==> src/rtl/rpu_layer_sched_pkg.sv <==
// Shared RPU definitions: default geometry of the layered decoder and the
// scheduler state encoding used by the row unit and its read scheduler.
package rpu_layer_sched_pkg;

  localparam int unsigned ADDRWIDTH_DEF = 5;
  localparam int unsigned ADDRDEPTH_DEF = 20;
  localparam int unsigned LAYERS_DEF    = 2;
  localparam int unsigned ITERBITS_DEF  = 4;

  typedef enum logic [1:0] {
    StIdle  = 2'd0,
    StRun   = 2'd1,
    StDrain = 2'd2,
    StDone  = 2'd3
  } sched_state_e;

endpackage

==> src/rtl/rpu_scoreboard.sv <==
// In-flight tracker: one bit per row address, set on read issue and cleared on
// write-back. Out-of-range addresses match no bit and are therefore ignored.
module rpu_scoreboard #(
  parameter int unsigned DEPTH     = 20,
  parameter int unsigned ADDRWIDTH = 5
) (
  input  logic                 i_clk,
  input  logic                 i_rst,
  input  logic                 i_set,
  input  logic [ADDRWIDTH-1:0] i_set_addr,
  input  logic                 i_clr,
  input  logic [ADDRWIDTH-1:0] i_clr_addr,
  input  logic [ADDRWIDTH-1:0] i_query_addr,
  output logic                 o_query_busy,
  output logic                 o_all_clear
);

  logic [DEPTH-1:0] r_sb;
  logic [DEPTH-1:0] w_set_mask;
  logic [DEPTH-1:0] w_clr_mask;

  always_comb begin
    w_set_mask   = '0;
    w_clr_mask   = '0;
    o_query_busy = 1'b0;
    for (int i = 0; i < DEPTH; i++) begin
      if (i_set && (i_set_addr == ADDRWIDTH'(i))) w_set_mask[i] = 1'b1;
      if (i_clr && (i_clr_addr == ADDRWIDTH'(i))) w_clr_mask[i] = 1'b1;
      if (i_query_addr == ADDRWIDTH'(i)) o_query_busy = r_sb[i];
    end
  end

  assign o_all_clear = (r_sb == '0);

  // A fresh issue wins over a write-back to the same address in the same cycle.
  always_ff @(posedge i_clk or negedge i_rst) begin
    if (!i_rst) begin
      r_sb <= '0;
    end else begin
      r_sb <= (r_sb & ~w_clr_mask) | w_set_mask;
    end
  end

endmodule

==> src/rtl/rpu_layer_sched.sv <==
// Layered-decoder read scheduler: walks address/layer/iteration counters and
// issues row reads, stalling on rows whose previous write-back is outstanding.
module rpu_layer_sched
  import rpu_layer_sched_pkg::*;
#(
  parameter int unsigned ADDRWIDTH = ADDRWIDTH_DEF,
  parameter int unsigned ADDRDEPTH = ADDRDEPTH_DEF,
  parameter int unsigned LAYERS    = LAYERS_DEF,
  parameter int unsigned ITERBITS  = ITERBITS_DEF
) (
  input  logic                 clk,
  input  logic                 rst,
  input  logic                 start,
  input  logic [ITERBITS-1:0]  max_iter,
  input  logic                 wren,
  input  logic                 wrlayer,
  input  logic [ADDRWIDTH-1:0] wraddress,
  output logic                 rden_LLR,
  output logic                 rden_E,
  output logic                 rdlayer,
  output logic [ADDRWIDTH-1:0] rdaddress,
  output logic                 busy,
  output logic                 done,
  output logic [ITERBITS-1:0]  iter_count,
  output logic                 stall
);

  localparam int unsigned LW = (LAYERS > 1) ? $clog2(LAYERS) : 1;
  localparam logic [ADDRWIDTH-1:0] LastAddr  = ADDRWIDTH'(ADDRDEPTH - 1);
  localparam logic [LW-1:0]        LastLayer = LW'(LAYERS - 1);

  sched_state_e         r_state;
  logic [ADDRWIDTH-1:0] r_addr;
  logic [LW-1:0]        r_layer;
  logic [ITERBITS-1:0]  r_iter;
  logic [ITERBITS-1:0]  r_last_iter;
  logic                 r_rden;
  logic                 r_rdlayer;
  logic [ADDRWIDTH-1:0] r_rdaddress;
  logic                 r_busy;
  logic                 r_done;
  logic                 r_stall;

  logic w_hit;
  logic w_all_clear;
  logic w_issue;
  logic w_final;
  logic w_unused_wrlayer;

  // The write-back layer carries no scheduling information: rows are shared.
  assign w_unused_wrlayer = wrlayer;

  assign w_issue = (r_state == StRun) && !w_hit;
  assign w_final = (r_addr == LastAddr) && (r_layer == LastLayer) && (r_iter == r_last_iter);

  rpu_scoreboard #(
    .DEPTH     (ADDRDEPTH),
    .ADDRWIDTH (ADDRWIDTH)
  ) u_scoreboard (
    .i_clk        (clk),
    .i_rst        (rst),
    .i_set        (w_issue),
    .i_set_addr   (r_addr),
    .i_clr        (wren),
    .i_clr_addr   (wraddress),
    .i_query_addr (r_addr),
    .o_query_busy (w_hit),
    .o_all_clear  (w_all_clear)
  );

  always_ff @(posedge clk or negedge rst) begin
    if (!rst) begin
      r_state     <= StIdle;
      r_addr      <= '0;
      r_layer     <= '0;
      r_iter      <= '0;
      r_last_iter <= '0;
      r_rden      <= 1'b0;
      r_rdlayer   <= 1'b0;
      r_rdaddress <= '0;
      r_busy      <= 1'b0;
      r_done      <= 1'b0;
      r_stall     <= 1'b0;
    end else begin
      r_rden  <= 1'b0;
      r_stall <= 1'b0;
      r_done  <= 1'b0;
      case (r_state)
        StIdle: begin
          if (start) begin
            r_state     <= StRun;
            r_busy      <= 1'b1;
            r_addr      <= '0;
            r_layer     <= '0;
            r_iter      <= '0;
            r_last_iter <= (max_iter == '0) ? '0 : max_iter - 1'b1;
          end
        end
        StRun: begin
          if (w_issue) begin
            r_rden      <= 1'b1;
            r_rdaddress <= r_addr;
            r_rdlayer   <= r_layer[0];
            // iter_count keeps the last iteration index after the final read.
            if (w_final) begin
              r_state <= StDrain;
              r_addr  <= '0;
              r_layer <= '0;
            end else if (r_addr == LastAddr) begin
              r_addr <= '0;
              if (r_layer == LastLayer) begin
                r_layer <= '0;
                r_iter  <= r_iter + 1'b1;
              end else begin
                r_layer <= r_layer + 1'b1;
              end
            end else begin
              r_addr <= r_addr + 1'b1;
            end
          end else begin
            r_stall <= 1'b1;
          end
        end
        StDrain: begin
          if (w_all_clear) begin
            r_state <= StDone;
            r_done  <= 1'b1;
            r_busy  <= 1'b0;
          end
        end
        StDone:  r_state <= StIdle;
        default: r_state <= StIdle;
      endcase
    end
  end

  assign rden_LLR   = r_rden;
  assign rden_E     = r_rden;
  assign rdlayer    = r_rdlayer;
  assign rdaddress  = r_rdaddress;
  assign busy       = r_busy;
  assign done       = r_done;
  assign iter_count = r_iter;
  assign stall      = r_stall;

endmodule

==> config.mk <==
export PLATFORM = sky130hd
export DESIGN_NAME = rpu_layer_sched
export DESIGN_NICKNAME = d
export VERILOG_FILES = /design/src/rtl/rpu_layer_sched_pkg.sv /design/src/rtl/rpu_scoreboard.sv /design/src/rtl/rpu_layer_sched.sv
export SDC_FILE = /design/constraint.sdc
export NUM_CORES = 1
export LEC_CHECK = 0
export CORE_UTILIZATION = 45
export CTS_CLUSTER_SIZE = 12
export DETAILED_ROUTE_END_ITERATION = 8
export PLACE_DENSITY_LB_ADDON = 0.15
export RECOVER_POWER = 25
export SETUP_SLACK_MARGIN = 0.5
export SLEW_MARGIN = 30
export SYNTH_ARGS = -nofsm -noshare
export SYNTH_HDL_FRONTEND = slang
export SYNTH_SLANG_ARGS = --single-unit
==> constraint.sdc <==
create_clock -name clk -period 9 [get_ports clk]
set_clock_uncertainty 0.2 [all_clocks]
set_input_delay 1.35 -clock clk [delete_from_list [all_inputs] [get_ports clk]]
set_output_delay 1.35 -clock clk [all_outputs]
set_load 0.02 [all_outputs]
==> impl_metrics.tcl, run 1 <==
set metrics [dict create \
    status "finished, violations left" \
    violations "capacitance limit, slew limit" \
    remaining_drc_errors 0 \
    gp_congestion 0.842 \
    synth_cell_types 47 \
    hold_path_class "reg2reg" \
    powerDensity_mw_per_mm2 361 \
    maxCapViolations 1 \
    cts.htree.levels 2 \
    combPwrFrac 0.523 \
    cts_root_buf "clkbuf_8" \
    dpl.hpwl_um 4640 \
    cts_hold_buf 0 \
    synthFlopType "dfrtp_1" \
    initial_core_util 0.481 \
    crit_path_max_fanout 26 \
    nNetsFinal 346 \
    grt.total_usage 0.229 \
    power.net_switching_mw 0.516 \
    drive_gt1_frac 0.0802 \
    viasPerCell 6.00 \
    startpoint_type "flop" \
    ant_nets 0 \
    yosys.area.top_type "dfrtp_1" \
    synth_edf_count 0 \
    dr.first_iter.drc_count 148 \
    die_area_mm2 0.00634 \
    end_kind "flop" \
    ys_warn_count 0 \
    synth_top_family_by_area "compound AO/OA/AOI/OAI gates" \
    cpPeakStageDelay_ps 520 \
    antenna_cells 0 \
    grt_pass1_vias 2286 \
    final.setup.tns_ps 0 \
    tritoncts "yes" \
    synth_mux_area_frac 0.0291 \
    p_clk_frac 0.141 \
    finalCriticalPeriod_ps 3610 \
    die_w_um 79.6 \
    netlist_area_mm2 0.00271 \
    clk_latency_ps 310 \
    rsz0062_at_grt "no" \
    internal-power_mw 0.605 \
    num_vias 2376 \
    ys_ff_latch 46 \
    worstSetupPathType "reg2reg" \
    fin_crit_sh 0.401 \
    antenna_found_initial 0 \
    cp_data_arrival_time_ps 3600 \
    wire_per_inst_um 16.6 \
    final_common_cell "dfrtp_1" \
    place_area_mm2 0.00300 \
    grt_max_degree 47 \
    post_cts_buffers 0 \
    synth_seq_area_share 0.424 \
    hold_viol 0 \
    clkTransAtPathRegs_ps 90 \
    slew_viol_final 47 \
    overflow 0 \
    synth_area_per_cell_um2 8.95 \
    portBuffers 27 \
    die_y_um 79.6 \
    crit_path_cell_trace "ha_1 -> inv_1 -> nor2_1 -> ha_1 -> nor3b_1 -> a221o_1 -> o31ai_1 -> inv_1 -> o22ai_2 -> nand3_2 -> mux2_2" \
    core_mm2 0.00564 \
    cts_inserted_buffers 5 \
    yosys-top-cells-area "dfrtp_1, o21ai_0, o31ai_1" \
    synth_compound_area_frac 0.248 \
    wl_um 6580 \
    clockBufferDepth 2 \
    setup_violations 0 \
    num_rows 27 \
    area_growth_pct 14.5 \
    p_leak_nw 1.25 \
    cts_resized 0 \
    synth.top_cell.area_share 0.424 \
    p_sw_frac 0.460 \
    pwr-share-seq 0.336 \
    max_freq_ghz 0.277 \
    synthesis.nets 326 \
    io_pins 29 \
    postSynth.asyncResetShare 1.00 \
    worstMarginPinSlew_ps 2450 \
    peakVddDrop_mv 0.247 \
    synth_simple_gate_area_frac 0.191 \
    synth-xor-area-share 0.0129 \
    drtPass1Iterations 5 \
    clkSinkCount 46 \
    synthAdderAreaFrac 0.0415 \
    relSlewSlack -0.631 \
    layout_common_cells "dfrtp_1, o21ai_0, nand2_1" \
    synth_cells 303 \
    slowest_stage "nand3_2" \
    required_ps 9000 \
    postLayoutCellArea_mm2 0.00311 \
    grt_pass1_wl_um 11300 \
]
-- layer usage --
| metal | GRT usage | share of wire |
|---|---|---|
| met1 | 0.334 | 0.48 |
| met3 | 0.0377 | 0.053 |
| met5 | 0 | 0 |
| met4 | 0.0600 | 0.0096 |
| met2 | 0.350 | 0.46 |
-- flip-flops by register name (all words and copies together), names as in the netlist --
| register | count |
|---|---|
| stall | 1 |
| done | 1 |
| rdlayer | 1 |
| r_addr | 5 |
| iter_count | 4 |
| r_state | 2 |
| rden_E | 1 |
| busy | 1 |
| r_last_iter | 4 |
| u_scoreboard.r_sb | 20 |
| r_layer | 1 |
| rdaddress | 5 |
-- synthesized netlist by cell type (all sizes together), types with 3 or more instances --
library cell / number
a21oi: 19
a221o: 3
a22oi: 3
a31oi: 3
buf: 8
clkbuf: 6
dfrtp: 46
ha: 9
inv: 19
mux2: 7
nand2: 31
nand2b: 6
nand3: 7
nor2: 15
nor2b: 5
nor3: 8
nor3b: 5
nor4: 7
o211ai: 3
o21ai: 40
o31ai: 18
or2: 4
xnor2: 4
-- logic make-up (layout without fill, tap and decap cells) --
kind of cell,after synthesis,in the layout
flip-flops,46,46
AND/OR/NAND/NOR,99,99
AO/OA/AOI/OAI,105,105
XOR/XNOR,4,4
buffers and inverters,33,54
adder cells (fa/ha/maj),9,9
multiplexers,7,7
-- critical path, delay by kind of cell (launching register included) --
family	cells	cell delay, ps
AOI/OAI and AO/OA	3	660
buffers and inverters	2	280
and+or+nand+nor	3	730
muxes	1	480
adders and majority gates	2	670
DFF	1	460
-- power groups by stage --
stage                     clock (mW)  combinational, mW  sequential [mW]
final                          0.158              0.586            0.376
after global routing           0.169              0.648            0.388
after CTS                      0.162              0.584            0.373
after detailed placement           0              0.580            0.377
after global placement             0              0.573            0.376
after floorplan                    0              0.445            0.361
-- per-stage QoR --
step / utilization / hold WS [ps] / setup slack, ps / instances / power [mW]
final: 0.551 / 308 / 5390 / 396 / 1.12
after global routing: 0.551 / 318 / 5020 / 396 / 1.21
after CTS: 0.551 / 312 / 5420 / 396 / 1.12
after detailed placement: 0.531 / 292 / 5430 / 388 / 0.957
after global placement: 0.531 / 284 / 5480 / 388 / 0.949
after floorplan: - / 269 / 6140 / 303 / 0.806
-- cell type report --
| cell class | instances | area, um2 |
|---|---|---|
| inverter | 19 | 71.3 |
| tap | 72 | 90.1 |
| fill | 500 | 2530 |
| multi-input combinational | 224 | 1420 |
| clock buffer | 5 | 68.8 |
| clock inverter | 3 | 45.0 |
| timing repair buffer | 27 | 264 |
| sequential | 46 | 1150 |
-- worst paths after layout --
check / from / depth (start not counted) / end / slack [ps]
max: r_addr[1]$_DFFE_PN0P_ / 11 / rdaddress[3]$_DFFE_PN0P_ / 5390
min: r_last_iter[0]$_DFFE_PN0P_ / 2 / r_last_iter[0]$_DFFE_PN0P_ / 310
max reg2reg: r_addr[1]$_DFFE_PN0P_ / 11 / rdaddress[3]$_DFFE_PN0P_ / 5390
max in group asynchronous: rst / 1 / r_state[1]$_DFFE_PN0P_ / 5630
min in group asynchronous: rst / 1 / u_scoreboard.r_sb[0]$_DFF_PN0_ / 1580
min reg2reg: r_last_iter[0]$_DFFE_PN0P_ / 2 / r_last_iter[0]$_DFFE_PN0P_ / 310
Power figures use the tool's default switching activity.
==> inputs of run 2 (changes only) <==
Clock period 9 ns to 2.9 ns, I/O delays scaled along.
==> run 2 against run 1 <==
  * Hold slack improved by 9.1 ps
  * Register-to-register slack got worse by 5300 ps
  * Design area increased by 28%
  * Via count increased by 14%
  * Cell count increased by 13%
  * Critical path depth unchanged
  * Sequential power increased to 3.1 times the previous value
  * Routed wire length increased by 25%
  * Worst setup slack got worse by 5300 ps
  * The flow now finishes without violations
==> impl_metrics.tcl, run 2 (synthesized netlist as in run 1, its figures left out) <==
set metrics [dict create \
    slowest_stage "dfrtp_2" \
    die_w_um 79.6 \
    area_growth_pct 46.4 \
    use_met1 0.342 \
    busiest_layer "met2" \
    fin_util 0.704 \
    antenna_cells 0 \
    ant_nets 0 \
    cts_root_buf "clkbuf_8" \
    finalCriticalPeriod_ps 2770 \
    hold_viol 0 \
    required_ps 2890 \
    final.setup.tns_ps 0 \
    num_rows 27 \
    clk_latency_ps 310 \
    clkSinkCount 46 \
    max_freq_ghz 0.361 \
    wl_um 8240 \
    worstSetupPathType "reg2reg" \
    p_leak_nw 1.58 \
    dr.first_iter.drc_count 181 \
    antenna_found_initial 0 \
    grt_max_degree 28 \
    rsz0062_at_grt "yes" \
    use_met3 0.0377 \
    final_common_cell "dfrtp_1" \
    gp_congestion 0.872 \
    viasPerCell 6.07 \
    die_y_um 79.6 \
    peakVddDrop_mv 0.935 \
    regMostFlops "u_scoreboard.r_sb" \
    setup_violations 0 \
    initial_core_util 0.481 \
    fill_cells 413 \
    powerDensity_mw_per_mm2 1400 \
    hold_path_class "reg2reg" \
    die_area_mm2 0.00634 \
    overflow 0 \
    core_mm2 0.00564 \
    place_area_mm2 0.00319 \
    wire_per_inst_um 18.5 \
    drtPass1Iterations 5 \
    remaining_drc_errors 0 \
    grt_use_met2 0.381 \
    cpPeakStageDelay_ps 480 \
    layout_common_cells "dfrtp_1, buf_4, nand2_1" \
    status "completed" \
    drive_gt1_frac 0.337 \
    cts_inserted_buffers 5 \
    clockBufferDepth 2 \
    worstMarginPinSlew_ps 1090 \
    startpoint_type "flop" \
    hold_ws_ps 317 \
    largest_reg_flops 20 \
    postLayoutCellArea_mm2 0.00397 \
    post-place-ws_ps 102 \
    grt_pass1_vias 2437 \
    end_kind "flop" \
    portBuffers 27 \
    maxCapViolations 0 \
    fin_crit_sh 0.956 \
    nNetsFinal 396 \
    relSlewSlack 0.272 \
    cp_data_arrival_time_ps 2770 \
    grt.total_usage 0.246 \
    grt_pass1_wl_um 11900 \
    tritoncts "yes" \
    setup_ws_ps 128 \
    dpl.hpwl_um 5010 \
    num_vias 2707 \
    io_pins 29 \
    crit_path_cell_trace "inv_4 -> ha_4 -> nand2_2 -> a2111oi_4 -> a31oi_1 -> a211o_1 -> a21oi_4 -> o22ai_4 -> buf_6 -> nand3_4 -> mux2_2" \
    slew_viol_final 0 \
    crit_path_max_fanout 5 \
    clkTransAtPathRegs_ps 80 \
    cts.htree.levels 2 \
]
==> run 2: cell count changes in the layout (fill, tap and decap cells not counted), sizes merged <==
cell,previous run,this run
clkinvlp,2,1
nand3,7,8
clkbuf,6,11
buf,0,44
dlygate4sd3,0,1
==> run 2: stage by stage <==
stage,cells,power [mW]
finish,446,5.57
CTS,421,4.05
floorplan,303,2.68
global placement,405,3.24
detailed placement,405,3.29
global route,446,5.86
==> run 2: final cells by class <==
type	instances	area [um2]	area share
Timing Repair Buffer	76	709	0.179
Clock buffer	6	72.6	0.0183
Clock inverter	2	37.5	0.00945
Tap cell	72	90.1	0.0227
Inverter	19	78.8	0.0199
Multi-Input combinational cell	225	1830	0.460
Sequential cell	46	1160	0.291
==> run 2: path summary, 6_finish.rpt <==
kind / from / end / slack, ps / depth (start not counted)
setup / recovery: r_addr[0]$_DFFE_PN0P_ / rdaddress[1]$_DFFE_PN0P_ / 130 / 11
setup reg to reg: r_addr[0]$_DFFE_PN0P_ / rdaddress[1]$_DFFE_PN0P_ / 130 / 11
max in group asynchronous: rst / r_last_iter[0]$_DFFE_PN0P_ / 590 / 3
hold reg to reg: rdaddress[2]$_DFFE_PN0P_ / rdaddress[2]$_DFFE_PN0P_ / 320 / 1
hold / removal: rdaddress[2]$_DFFE_PN0P_ / rdaddress[2]$_DFFE_PN0P_ / 320 / 1
min in group asynchronous: rst / u_scoreboard.r_sb[5]$_DFF_PN0_ / 640 / 2
==> run 2: repair_timing <==
| action | CTS | global route |
|---|---|---|
| hold endpoints to repair | 19 | 0 |
| gates cloned | 0 | 4 |
| pin swaps | 12 | 14 |
| buffers inserted | 7 | 21 |
| setup endpoints to repair | 36 | 36 |
| hold buffers | 1 | 0 |
| resized for setup | 22 | 69 |
==> run 2: metal layers <==
metal  part of all wire  wire (um)  vias to the layer above
met1               0.43       3540                     1341
met4              0.028        233                        0
met3              0.047        384                       20
li1                   -          -                     1244
met5                  0          0                        -
met2               0.50       4090                      102
==> run 2: report_power, final <==
part	internal (mW)	total (mW)	leakage (nW)	switching (mW)
registers	0.891	1.17	0.532	0.283
clock network	0.257	0.485	0.0514	0.227
logic	1.97	3.91	0.996	1.94
total	3.12	5.57	1.58	2.45
==> run 2: critical path: cells and delay by family, from the launching register on <==
kind,cells,cell delay (ps)
multiplexers,1,340
buffers and inverters,2,250
flip-flops,1,480
AND/OR/NAND/NOR,2,170
AO/OA/AOI/OAI,5,1040
adder cells (fa/ha/maj),1,190
==> inputs of run 3 (changes only) <==
Settings changed: ABC_AREA from default to 0, CTS_CLUSTER_DIAMETER from default to 100.
==> results of run 3 <==
Same layout as run 2: the final DEF is identical, and so are final timing and power.
